## config.mk

```make
export PLATFORM = sky130hd
export DESIGN_NAME = guess_scorer
export DESIGN_NICKNAME = d
export VERILOG_FILES = /design/src/rtl/mm_pkg.sv /design/src/rtl/peg_match_finder.sv /design/src/rtl/guess_scorer.sv
export SDC_FILE = /design/constraint.sdc
export NUM_CORES = 1
export LEC_CHECK = 0
export CORE_ASPECT_RATIO = 0.75
export CORE_MARGIN = 3
export CORE_UTILIZATION = 40
export CTS_CLUSTER_DIAMETER = 40
export DETAILED_ROUTE_END_ITERATION = 12
export DONT_BUFFER_PORTS = 1
export REMOVE_ABC_BUFFERS = 1
export SYNTH_ARGS = -nofsm -noshare
export SYNTH_HDL_FRONTEND = slang
export SYNTH_SLANG_ARGS = --single-unit
```

## constraint.sdc

```tcl
create_clock -name clk -period 4.94 [get_ports clk]
set_input_delay 0.494 -clock clk [delete_from_list [all_inputs] [get_ports clk]]
set_output_delay 0.494 -clock clk [all_outputs]
set_load 0.005 [all_outputs]
```

## src/rtl/mm_pkg.sv

```systemverilog
// Shared definitions for the guess-scoring datapath.
//   COLOR_W          : width of one colour code
//   NUM_POS          : number of peg positions in a code
//   MAX_ATTEMPTS_DEF : default number of guesses per game
//   score_state_t    : scoring sequencer states
//   code_t           : one packed code, position 0 in the low bits
package mm_pkg;

  localparam int COLOR_W          = 3;
  localparam int NUM_POS          = 4;
  localparam int MAX_ATTEMPTS_DEF = 10;

  typedef enum logic [2:0] {
    IDLE,
    EXACT,
    PARTIAL,
    REPORT,
    OVER
  } score_state_t;

  typedef logic [NUM_POS-1:0][COLOR_W-1:0] code_t;

endpackage

```

## src/rtl/peg_match_finder.sv

```systemverilog
// Combinational search for the lowest secret position that holds a given
// colour and has not yet been consumed by an earlier match.
//   color  : guess colour being looked up
//   secret : full secret code, position 0 in the low bits
//   s_used : secret positions already consumed
//   found  : at least one eligible position exists
//   onehot : one-hot index of the lowest eligible position (0 if none)
module peg_match_finder
  import mm_pkg::*;
#(
  parameter int COLOR_W = mm_pkg::COLOR_W
) (
  input  logic [COLOR_W-1:0]              color,
  input  logic [NUM_POS-1:0][COLOR_W-1:0] secret,
  input  logic [NUM_POS-1:0]              s_used,
  output logic                            found,
  output logic [NUM_POS-1:0]              onehot
);

  logic [NUM_POS-1:0] cand;

  always_comb begin
    for (int p = 0; p < NUM_POS; p++) begin
      cand[p] = !s_used[p] && (secret[p] == color);
    end
  end

  // Priority pick: the first candidate seen from position 0 upward wins.
  always_comb begin
    onehot = '0;
    found  = 1'b0;
    for (int p = 0; p < NUM_POS; p++) begin
      if (cand[p] && !found) begin
        onehot[p] = 1'b1;
        found     = 1'b1;
      end
    end
  end

endmodule

```

## src/rtl/guess_scorer.sv

```systemverilog
// Scores a four-position colour guess against the secret code and tracks
// the game status (attempt count, win, lose).
//   clk, rst_n          : clock and asynchronous active-low reset
//   new_game            : pulse; clears all game state, aborts scoring
//   submit              : pulse; score the current guess (IDLE only)
//   guess_0..guess_3    : guess colours, latched on an accepted submit
//   secret_0..secret_3  : secret colours, latched on an accepted submit
//   busy                : a guess is being scored
//   score_valid         : one-cycle pulse when exact/partial update
//   exact, partial      : right-place count and right-colour-only count
//   attempts            : guesses scored in this game
//   win, lose           : sticky game outcome flags
// A score takes one EXACT cycle, one PARTIAL cycle per position and one
// REPORT cycle, giving a six-cycle submit-to-result latency.
module guess_scorer
  import mm_pkg::*;
#(
  parameter int COLOR_W      = mm_pkg::COLOR_W,
  parameter int MAX_ATTEMPTS = MAX_ATTEMPTS_DEF
) (
  input  logic               clk,
  input  logic               rst_n,
  input  logic               new_game,
  input  logic               submit,
  input  logic [COLOR_W-1:0] guess_0,
  input  logic [COLOR_W-1:0] guess_1,
  input  logic [COLOR_W-1:0] guess_2,
  input  logic [COLOR_W-1:0] guess_3,
  input  logic [COLOR_W-1:0] secret_0,
  input  logic [COLOR_W-1:0] secret_1,
  input  logic [COLOR_W-1:0] secret_2,
  input  logic [COLOR_W-1:0] secret_3,
  output logic               busy,
  output logic               score_valid,
  output logic [2:0]         exact,
  output logic [2:0]         partial,
  output logic [3:0]         attempts,
  output logic               win,
  output logic               lose
);

  localparam logic [3:0] MAX_A    = 4'(MAX_ATTEMPTS);
  localparam logic [1:0] LAST_IDX = 2'(NUM_POS - 1);
  localparam logic [2:0] ALL_POS  = 3'(NUM_POS);

  logic [NUM_POS-1:0][COLOR_W-1:0] g_in;
  logic [NUM_POS-1:0][COLOR_W-1:0] s_in;

  score_state_t                    state_q,       state_d;
  logic [NUM_POS-1:0][COLOR_W-1:0] g_code_q,      g_code_d;
  logic [NUM_POS-1:0][COLOR_W-1:0] s_code_q,      s_code_d;
  logic [NUM_POS-1:0]              g_used_q,      g_used_d;
  logic [NUM_POS-1:0]              s_used_q,      s_used_d;
  logic [1:0]                      idx_q,         idx_d;
  logic [2:0]                      exact_acc_q,   exact_acc_d;
  logic [2:0]                      partial_acc_q, partial_acc_d;
  logic [2:0]                      exact_q,       exact_d;
  logic [2:0]                      partial_q,     partial_d;
  logic [3:0]                      attempts_q,    attempts_d;
  logic                            win_q,         win_d;
  logic                            lose_q,        lose_d;
  logic                            score_valid_q, score_valid_d;
  logic                            busy_q,        busy_d;

  logic                            pf_found;
  logic [NUM_POS-1:0]              pf_onehot;
  logic [3:0]                      att_inc;

  assign g_in = {guess_3, guess_2, guess_1, guess_0};
  assign s_in = {secret_3, secret_2, secret_1, secret_0};

  // One finder shared by all four PARTIAL cycles; idx_q selects the guess peg.
  peg_match_finder #(
    .COLOR_W (COLOR_W)
  ) u_finder (
    .color  (g_code_q[idx_q]),
    .secret (s_code_q),
    .s_used (s_used_q),
    .found  (pf_found),
    .onehot (pf_onehot)
  );

  // Saturating increment so the attempt count can never wrap.
  assign att_inc = (attempts_q < MAX_A) ? attempts_q + 4'd1 : attempts_q;

  always_comb begin
    state_d       = state_q;
    g_code_d      = g_code_q;
    s_code_d      = s_code_q;
    g_used_d      = g_used_q;
    s_used_d      = s_used_q;
    idx_d         = idx_q;
    exact_acc_d   = exact_acc_q;
    partial_acc_d = partial_acc_q;
    exact_d       = exact_q;
    partial_d     = partial_q;
    attempts_d    = attempts_q;
    win_d         = win_q;
    lose_d        = lose_q;
    score_valid_d = 1'b0;

    if (new_game) begin
      state_d       = IDLE;
      g_used_d      = '0;
      s_used_d      = '0;
      idx_d         = '0;
      exact_acc_d   = '0;
      partial_acc_d = '0;
      exact_d       = '0;
      partial_d     = '0;
      attempts_d    = '0;
      win_d         = 1'b0;
      lose_d        = 1'b0;
    end else begin
      case (state_q)
        IDLE: begin
          if (submit && !win_q && !lose_q) begin
            g_code_d      = g_in;
            s_code_d      = s_in;
            g_used_d      = '0;
            s_used_d      = '0;
            idx_d         = '0;
            exact_acc_d   = '0;
            partial_acc_d = '0;
            state_d       = EXACT;
          end
        end

        EXACT: begin
          // Positional matches consume both pegs before any colour search.
          for (int p = 0; p < NUM_POS; p++) begin
            if (g_code_q[p] == s_code_q[p]) begin
              g_used_d[p] = 1'b1;
              s_used_d[p] = 1'b1;
              exact_acc_d = exact_acc_d + 3'd1;
            end
          end
          state_d = PARTIAL;
        end

        PARTIAL: begin
          if (!g_used_q[idx_q] && pf_found) begin
            s_used_d      = s_used_q | pf_onehot;
            partial_acc_d = partial_acc_q + 3'd1;
          end
          if (idx_q == LAST_IDX) begin
            state_d = REPORT;
          end else begin
            idx_d = idx_q + 2'd1;
          end
        end

        REPORT: begin
          exact_d       = exact_acc_q;
          partial_d     = partial_acc_q;
          score_valid_d = 1'b1;
          attempts_d    = att_inc;
          if (exact_acc_q == ALL_POS) begin
            win_d = 1'b1;
          end else if (att_inc == MAX_A) begin
            lose_d = 1'b1;
          end
          state_d = (win_d || lose_d) ? OVER : IDLE;
        end

        OVER: begin
          state_d = OVER;
        end

        default: begin
          state_d = IDLE;
        end
      endcase
    end

    busy_d = (state_d == EXACT) || (state_d == PARTIAL) || (state_d == REPORT);
  end

  always_ff @(posedge clk or negedge rst_n) begin
    if (!rst_n) begin
      state_q       <= IDLE;
      g_code_q      <= '0;
      s_code_q      <= '0;
      g_used_q      <= '0;
      s_used_q      <= '0;
      idx_q         <= '0;
      exact_acc_q   <= '0;
      partial_acc_q <= '0;
      exact_q       <= '0;
      partial_q     <= '0;
      attempts_q    <= '0;
      win_q         <= 1'b0;
      lose_q        <= 1'b0;
      score_valid_q <= 1'b0;
      busy_q        <= 1'b0;
    end else begin
      state_q       <= state_d;
      g_code_q      <= g_code_d;
      s_code_q      <= s_code_d;
      g_used_q      <= g_used_d;
      s_used_q      <= s_used_d;
      idx_q         <= idx_d;
      exact_acc_q   <= exact_acc_d;
      partial_acc_q <= partial_acc_d;
      exact_q       <= exact_d;
      partial_q     <= partial_d;
      attempts_q    <= attempts_d;
      win_q         <= win_d;
      lose_q        <= lose_d;
      score_valid_q <= score_valid_d;
      busy_q        <= busy_d;
    end
  end

  assign busy        = busy_q;
  assign score_valid = score_valid_q;
  assign exact       = exact_q;
  assign partial     = partial_q;
  assign attempts    = attempts_q;
  assign win         = win_q;
  assign lose        = lose_q;

endmodule

```

==> results of run 1 <==
power by group through the flow:
stage	sequential [mW]	combinational (mW)	clock (mW)
2_1_floorplan	0.581	0.325	0
3_3_place_gp	0.600	0.396	0
3_5_place_dp	0.603	0.401	0
4_1_cts	0.594	0.418	0.548
5_1_grt	0.603	0.472	0.577
6_report	0.594	0.416	0.540
registers in the layout, indices dropped and copies added, names as in the netlist, 3 cells and up:
| register | flops |
|---|---|
| attempts | 4 |
| exact | 3 |
| g_code_q | 12 |
| partial_acc_q | 3 |
| s_code_q | 12 |
| g_used_q | 4 |
| state_q | 3 |
| partial | 3 |
| s_used_q | 4 |
| exact_acc_q | 3 |
cells by family (layout without fill, tap and decap cells):
group                      Yosys count  count (layout)  synth area share (%)
adders and majority gates            8               8                  3.17
muxes                               31              31                  12.7
buffers and inverters               15              25                  2.06
xor gates and xnor gates            30              30                  8.77
AOI/OAI and AO/OA                   63              63                  12.5
and+or+nand+nor                     96              96                  15.6
DFF                                 57              57                  45.2
final cells by class:
cell class | instances | share of cell area [%]
well taps | 101 | 3.59
clock buffers | 11 | 4.02
multi-input cells | 228 | 47.2
flip-flops and latches | 57 | 40.5
repair buffers | 2 | 0.995
inverters | 7 | 0.746
clock inverters | 5 | 2.91
critical path, delay by kind of cell (launching register included):
kind                     cells  cell delay [ns]
AO/OA/AOI/OAI                4             0.59
adder cells (fa/ha/maj)      3             0.79
AND/OR/NAND/NOR              3             0.70
flip-flops                   1             0.42
XOR/XNOR                     3             0.78
multiplexers                 1             0.28
synth_stat cells, types with 2 or more instances:
| cell type | count |
|---|---|
| dfrtp_1 | 57 |
| nand2_1 | 32 |
| mux2_2 | 25 |
| o21ai_0 | 20 |
| a21oi_1 | 18 |
| nor2_1 | 18 |
| xnor2_1 | 18 |
| xor2_1 | 11 |
| ha_1 | 8 |
| nand3_1 | 8 |
| inv_1 | 7 |
| nand4_1 | 7 |
| clkbuf_1 | 5 |
| a31oi_1 | 4 |
| and2_1 | 3 |
| mux4_2 | 3 |
| nor2b_1 | 3 |
| nor3_1 | 3 |
| nor3b_1 | 3 |
| o21bai_1 | 3 |
| a22oi_1 | 2 |
| and3_1 | 2 |
| nor4_1 | 2 |
| o22ai_1 | 2 |
| o2bb2ai_1 | 2 |
| or2_2 | 2 |
| or3_1 | 2 |
routing by layer:
| layer | wire length (µm) | vias up | part of all wire, % |
|---|---|---|---|
| met5 | 0 | - | 0 |
| met4 | 34 | 0 | 0.48 |
| met3 | 541 | 4 | 7.6 |
| met2 | 3000 | 76 | 42 |
| met1 | 3520 | 1097 | 50 |
| li1 | - | 1097 | - |
timing repair:
item / in CTS / in global routing
buffers inserted: 0 / 0
hold endpoints to repair: 57 / 0
hold buffers: 1 / 0
final timing paths:
| path | start | to | slack, ns | cells past startpoint |
|---|---|---|---|---|
| max reg2reg | g_code_q[2] | exact_acc_q[2] | 1.33 | 14 |
| min | rst_n | attempts[0] | 0.006 | 1 |
| min reg2reg | g_used_q[2] | g_used_q[2] | 0.48 | 2 |
| min in group clk | new_game | exact[1] | 0.21 | 1 |
| max | g_code_q[2] | exact_acc_q[2] | 1.33 | 14 |
| max in group asynchronous | rst_n | state_q[1] | 4.66 | 1 |
==> results.sh, run 1 <==
export IMPL_power_switching_mw=0.482
export IMPL_n_fill_cell=705
export IMPL_grt_pass1_wl_um=12000
export IMPL_layout_commonest_cell="dfrtp_1"
export IMPL_max_freq_mhz=277
export IMPL_switching_share_pct=31.1
export IMPL_synth_largest_area_cell="dfrtp_1"
export IMPL_clock_sinks=57
export IMPL_totalPowerFinal_mw=1.55
export IMPL_syn_instance_count=300
export IMPL_route_detailed_drc=0
export IMPL_gp_congestion=0.843
export IMPL_power_density_nw_per_um2=440
export IMPL_design_area_um2=3520
export IMPL_drv_cap=0
export IMPL_use_met2_pct=23.2
export IMPL_yosysWarnings=0
export IMPL_synth_top_area_share_pct=45.2
export IMPL_start_util_pct=42.1
export IMPL_max_slew_margin_rel_pct=44.6
export IMPL_p_leak_nw=1.50
export IMPL_p_int_mw=1.07
export IMPL_antenna_cells=0
export IMPL_fin_util_pct=46.9
export IMPL_wire_per_inst_um=17.3
export IMPL_critPathCaptureType="flop"
export IMPL_die_h_um=82.9
export IMPL_power_frac_seq_pct=38.3
export IMPL_antenna_found_initial=0
export IMPL_tightest_slew_ns=0.819
export IMPL_core_area_um2=7500
export IMPL_gr_usage_all_layers_pct=17.2
export IMPL_ys_dominant_reg_cell="dfrtp_1"
export IMPL_slew_viol_final=0
export IMPL_dpl_hpwl_um=5190
export IMPL_combPwrFrac_pct=26.8
export IMPL_stdcell_count=411
export IMPL_vias_per_cell=5.53
export IMPL_area_growth_pct=11.6
export IMPL_peakVddDrop_v=0.000179
export IMPL_cts_tree="done"
export IMPL_period_needed_ns=3.61
export IMPL_finalHoldViolations=0
export IMPL_use_met3_pct=6.37
export IMPL_regArea_um2=1430
export IMPL_clk_pin_slew_ns=0.07
export IMPL_clock_latency_ns=0.34
export IMPL_drt_total_wl_um=7090
export IMPL_synth_area_leaders="dfrtp_1 45%, mux2_2 8.9%, xnor2_1 5.0%, nand2_1 3.8%, ha_1 3.2%"
export IMPL_grt_max_degree=58
export IMPL_fin_hold_ws_ns=0.00617
export IMPL_drive_above_1_share_pct=18.4
export IMPL_firstDrtPassIters=4
export IMPL_grt_setup_unrepaired="no"
export IMPL_synth_edff_count=0
export IMPL_die_area_um2=9000
export IMPL_path_max_fanout=4
export IMPL_finalSetupViolCount=0
export IMPL_h_tree_depth=3
export IMPL_netlist_area_um2=3150
export IMPL_clockBufferDepth=2
export IMPL_dpl_cell_area_um2=3250
export IMPL_worstSetupPathType="flop to flop"
export IMPL_multi_input_area_um2=1660
export IMPL_crit_chain="xnor2_1, a31oi_1, or2_2, ha_1, nor4_1, a31oi_1, ha_1, mux2_2, ha_1, nand4_1, xor2_1, xnor3_1, o21ai_0, a22o_1"
export IMPL_ys_async_sr_fraction_pct=100
export IMPL_slowest_delay_ns=0.42
export IMPL_gr_max_usage_layer="met1"
export IMPL_vias=2274
export IMPL_cts_root_buf="clkbuf_8"
export IMPL_portBuffers=0
export IMPL_postRouteAntennaNets=0
export IMPL_synth_seq_cells=57
export IMPL_die_w_um=109
export IMPL_cts_buffers_inserted=9
export IMPL_post_place_cells=394
export IMPL_grt_met1_usage_pct=26.3
export IMPL_dp_slack_ns=1.35
export IMPL_cp_common_cell="ha_1"
export IMPL_period_share_pct=73.1
export IMPL_syn_area_per_cell_um2=10.5
export IMPL_timing_final_ws_setup_ns=1.33
export IMPL_synth_cell_types=57
export IMPL_status="finished clean"
export IMPL_finalClockSkew_ns=0.00683
export IMPL_grt_pass1_vias=2262
export IMPL_overflow=0
export IMPL_final_cell_mix="57 x dfrtp_1, 32 x nand2_1, 25 x mux2_2, 20 x o21ai_0"
export IMPL_rows=27
export IMPL_cp_start_kind="flop"
export IMPL_critPathArrivalTime_ns=3.89
export IMPL_ys_seq_area_share_pct=45.2
export IMPL_nets=341
export IMPL_tns_ns=0
export IMPL_crit_required_ns=5.22
export IMPL_io_pins=42
export IMPL_hp_class="primary input to async pin"
export IMPL_ctsResizeCount=0
export IMPL_clkPwrFrac_pct=34.8
export IMPL_crit_slowest_cell="dfrtp_1"
export IMPL_drt_iter0_markers=146
Note: power is estimated with default switching activity, not from simulation.
==> run 2, diff against run 1 <==
==> constraint.sdc (replaced) <==
create_clock -name clk -period 2.95 [get_ports clk]
set_input_delay 0.295 -clock clk [delete_from_list [all_inputs] [get_ports clk]]
set_output_delay 0.295 -clock clk [all_outputs]
set_load 0.005 [all_outputs]
==> results.sh, run 2 (same netlist as run 1, synthesis figures left out) <==
export IMPL_die_area_um2=9000
export IMPL_gr_usage_all_layers_pct=18.2
export IMPL_reg2reg_to="exact_acc_q[2]"
export IMPL_antenna_cells=0
export IMPL_hold_start="new_game"
export IMPL_cp_start_kind="flop"
export IMPL_grt_max_degree=58
export IMPL_period_share_pct=108
export IMPL_start_util_pct=42.1
export IMPL_tightest_slew_ns=0.656
export IMPL_antenna_found_initial=0
export IMPL_ff2ff_path_depth=14
export IMPL_drt_total_wl_um=7530
export IMPL_final_cell_mix="51 x dfrtp_1, 32 x nand2_1, 31 x buf_4, 24 x mux2_2"
export IMPL_totalPowerFinal_mw=2.77
export IMPL_clk_pin_slew_ns=0.07
export IMPL_drv_cap=0
export IMPL_reg2reg_setup_slack_ns=-0.25
export IMPL_critPathCaptureType="flop"
export IMPL_gp_congestion=0.870
export IMPL_finalSetupViolCount=1
export IMPL_grt_setup_unrepaired="yes"
export IMPL_layout_commonest_cell="dfrtp_1"
export IMPL_max_freq_mhz=313
export IMPL_dp_slack_ns=-0.444
export IMPL_area_growth_pct=23.4
export IMPL_dpl_hpwl_um=5160
export IMPL_crit_required_ns=3.18
export IMPL_status="complete, but fails checks"
export IMPL_hold_path_depth=1
export IMPL_timing_final_ws_setup_ns=-0.247
export IMPL_io_pins=42
export IMPL_drive_above_1_share_pct=32.0
export IMPL_worstSetupPathType="flop to flop"
export IMPL_path_max_fanout=4
export IMPL_rows=27
export IMPL_fin_hold_ws_ns=0.0127
export IMPL_postRouteAntennaNets=0
export IMPL_h_tree_depth=3
export IMPL_clock_sinks=57
export IMPL_die_w_um=109
export IMPL_drt_iter0_markers=156
export IMPL_critPathArrivalTime_ns=3.43
export IMPL_fin_util_pct=51.9
export IMPL_period_needed_ns=3.20
export IMPL_cts_buffers_inserted=9
export IMPL_hp_class="primary input to flop"
export IMPL_cts_root_buf="clkbuf_8"
export IMPL_firstDrtPassIters=4
export IMPL_grt_pass1_vias=2490
export IMPL_finalHoldViolations=0
export IMPL_finalClockSkew_ns=0.0140
export IMPL_die_h_um=82.9
export IMPL_r2r_start="s_code_q[2]"
export IMPL_grt_pass1_wl_um=12600
export IMPL_p_leak_nw=1.66
export IMPL_max_slew_margin_rel_pct=56.0
export IMPL_core_area_um2=7500
export IMPL_hold_path_endpoint="attempts[2]"
export IMPL_vias=2420
export IMPL_clockBufferDepth=2
export IMPL_power_density_nw_per_um2=712
export IMPL_vias_per_cell=5.44
export IMPL_route_detailed_drc=0
export IMPL_failed_checks="negative setup slack"
export IMPL_wire_per_inst_um=16.9
export IMPL_top_regs="g_code_q (12), s_code_q (12)"
export IMPL_peakVddDrop_v=0.000340
export IMPL_slew_viol_final=0
export IMPL_overflow=0
export IMPL_cts_tree="done"
export IMPL_portBuffers=0
export IMPL_clock_latency_ns=0.35
export IMPL_nets=375
run 2: cell types whose count changed in the layout (fill, tap and decap cells not counted), moves of 3 or more:
| cell | previous run | this run |
|---|---|---|
| dfrtp_1 | 57 | 51 |
| ha_4 | 0 | 3 |
| dlygate4sd3_1 | 0 | 3 |
| xor2_1 | 11 | 8 |
| ha_1 | 8 | 5 |
| xor2_2 | 0 | 3 |
| buf_4 | 1 | 31 |
| dfrtp_2 | 0 | 6 |
| xnor2_1 | 18 | 15 |
run 2: routing by layer:
metal	vias up	GRT usage, %	wire length (µm)
li1	1161	-	-
met1	1188	25.8	3720
met2	57	26.2	3290
met3	14	5.59	386
met4	0	6.54	131
met5	-	0	0
run 2: cell type report:
| type | count | area (µm²) |
|---|---|---|
| Fill cell | 696 | 3610 |
| Clock inverter | 5 | 55.1 |
| Multi-Input combinational cell | 228 | 1810 |
| Tap cell | 101 | 126 |
| Inverter | 7 | 26.3 |
| Timing Repair Buffer | 36 | 302 |
| Clock buffer | 11 | 141 |
| Sequential cell | 57 | 1430 |
run 2: repair_timing:
action,in CTS,in global routing
setup endpoints to repair,2,2
setup buffers,7,3
resized for setup,24,6
pin swaps,13,9
hold endpoints to repair,65,1
hold buffers,3,1
run 2: worst max-delay path by stage:
| stage | startpoint | to | slack (ns) | depth (start not counted) |
|---|---|---|---|---|
| finish | s_code_q[2] | exact_acc_q[2] | -0.25 | 14 |
| CTS | g_code_q[2] | exact_acc_q[2] | -0.15 | 14 |
| global route | s_code_q[2] | exact_acc_q[2] | -0.35 | 14 |
| floorplan | g_code_q[0] | exact_acc_q[2] | -0.30 | 14 |
| detailed placement | g_code_q[1] | exact_acc_q[2] | -0.44 | 14 |
| global placement | g_code_q[1] | exact_acc_q[2] | -0.33 | 14 |
run 2: where the power goes:
| part | leakage, nW | internal, mW | switching, mW |
|---|---|---|---|
| Clock | 0.0953 | 0.410 | 0.324 |
| Combinational | 0.827 | 0.544 | 0.490 |
| Sequential | 0.733 | 0.882 | 0.122 |
| Total | 1.66 | 1.84 | 0.937 |
run 2: worst max-delay path, stage by stage, from the launching register on:
cell	delay, ns
dfrtp_2	0.45
xnor2_2	0.25
a31oi_2	0.16
or2_4	0.26
ha_4	0.28
nor4_4	0.04
a31oi_2	0.22
ha_4	0.23
mux2_4	0.29
ha_4	0.16
nand4_1	0.09
xor2_1	0.16
xnor3_1	0.18
o21ai_1	0.06
a22o_1	0.24
run 2: metrics by stage:
step | instance area [µm²] | setup TNS (ns) | instances
global placement | 3410 | -0.344 | 416
detailed placement | 3410 | -0.493 | 416
floorplan | 3120 | -0.295 | 292
global route | 3890 | -0.355 | 445
CTS | 3840 | -0.150 | 442
finish | 3890 | -0.247 | 445
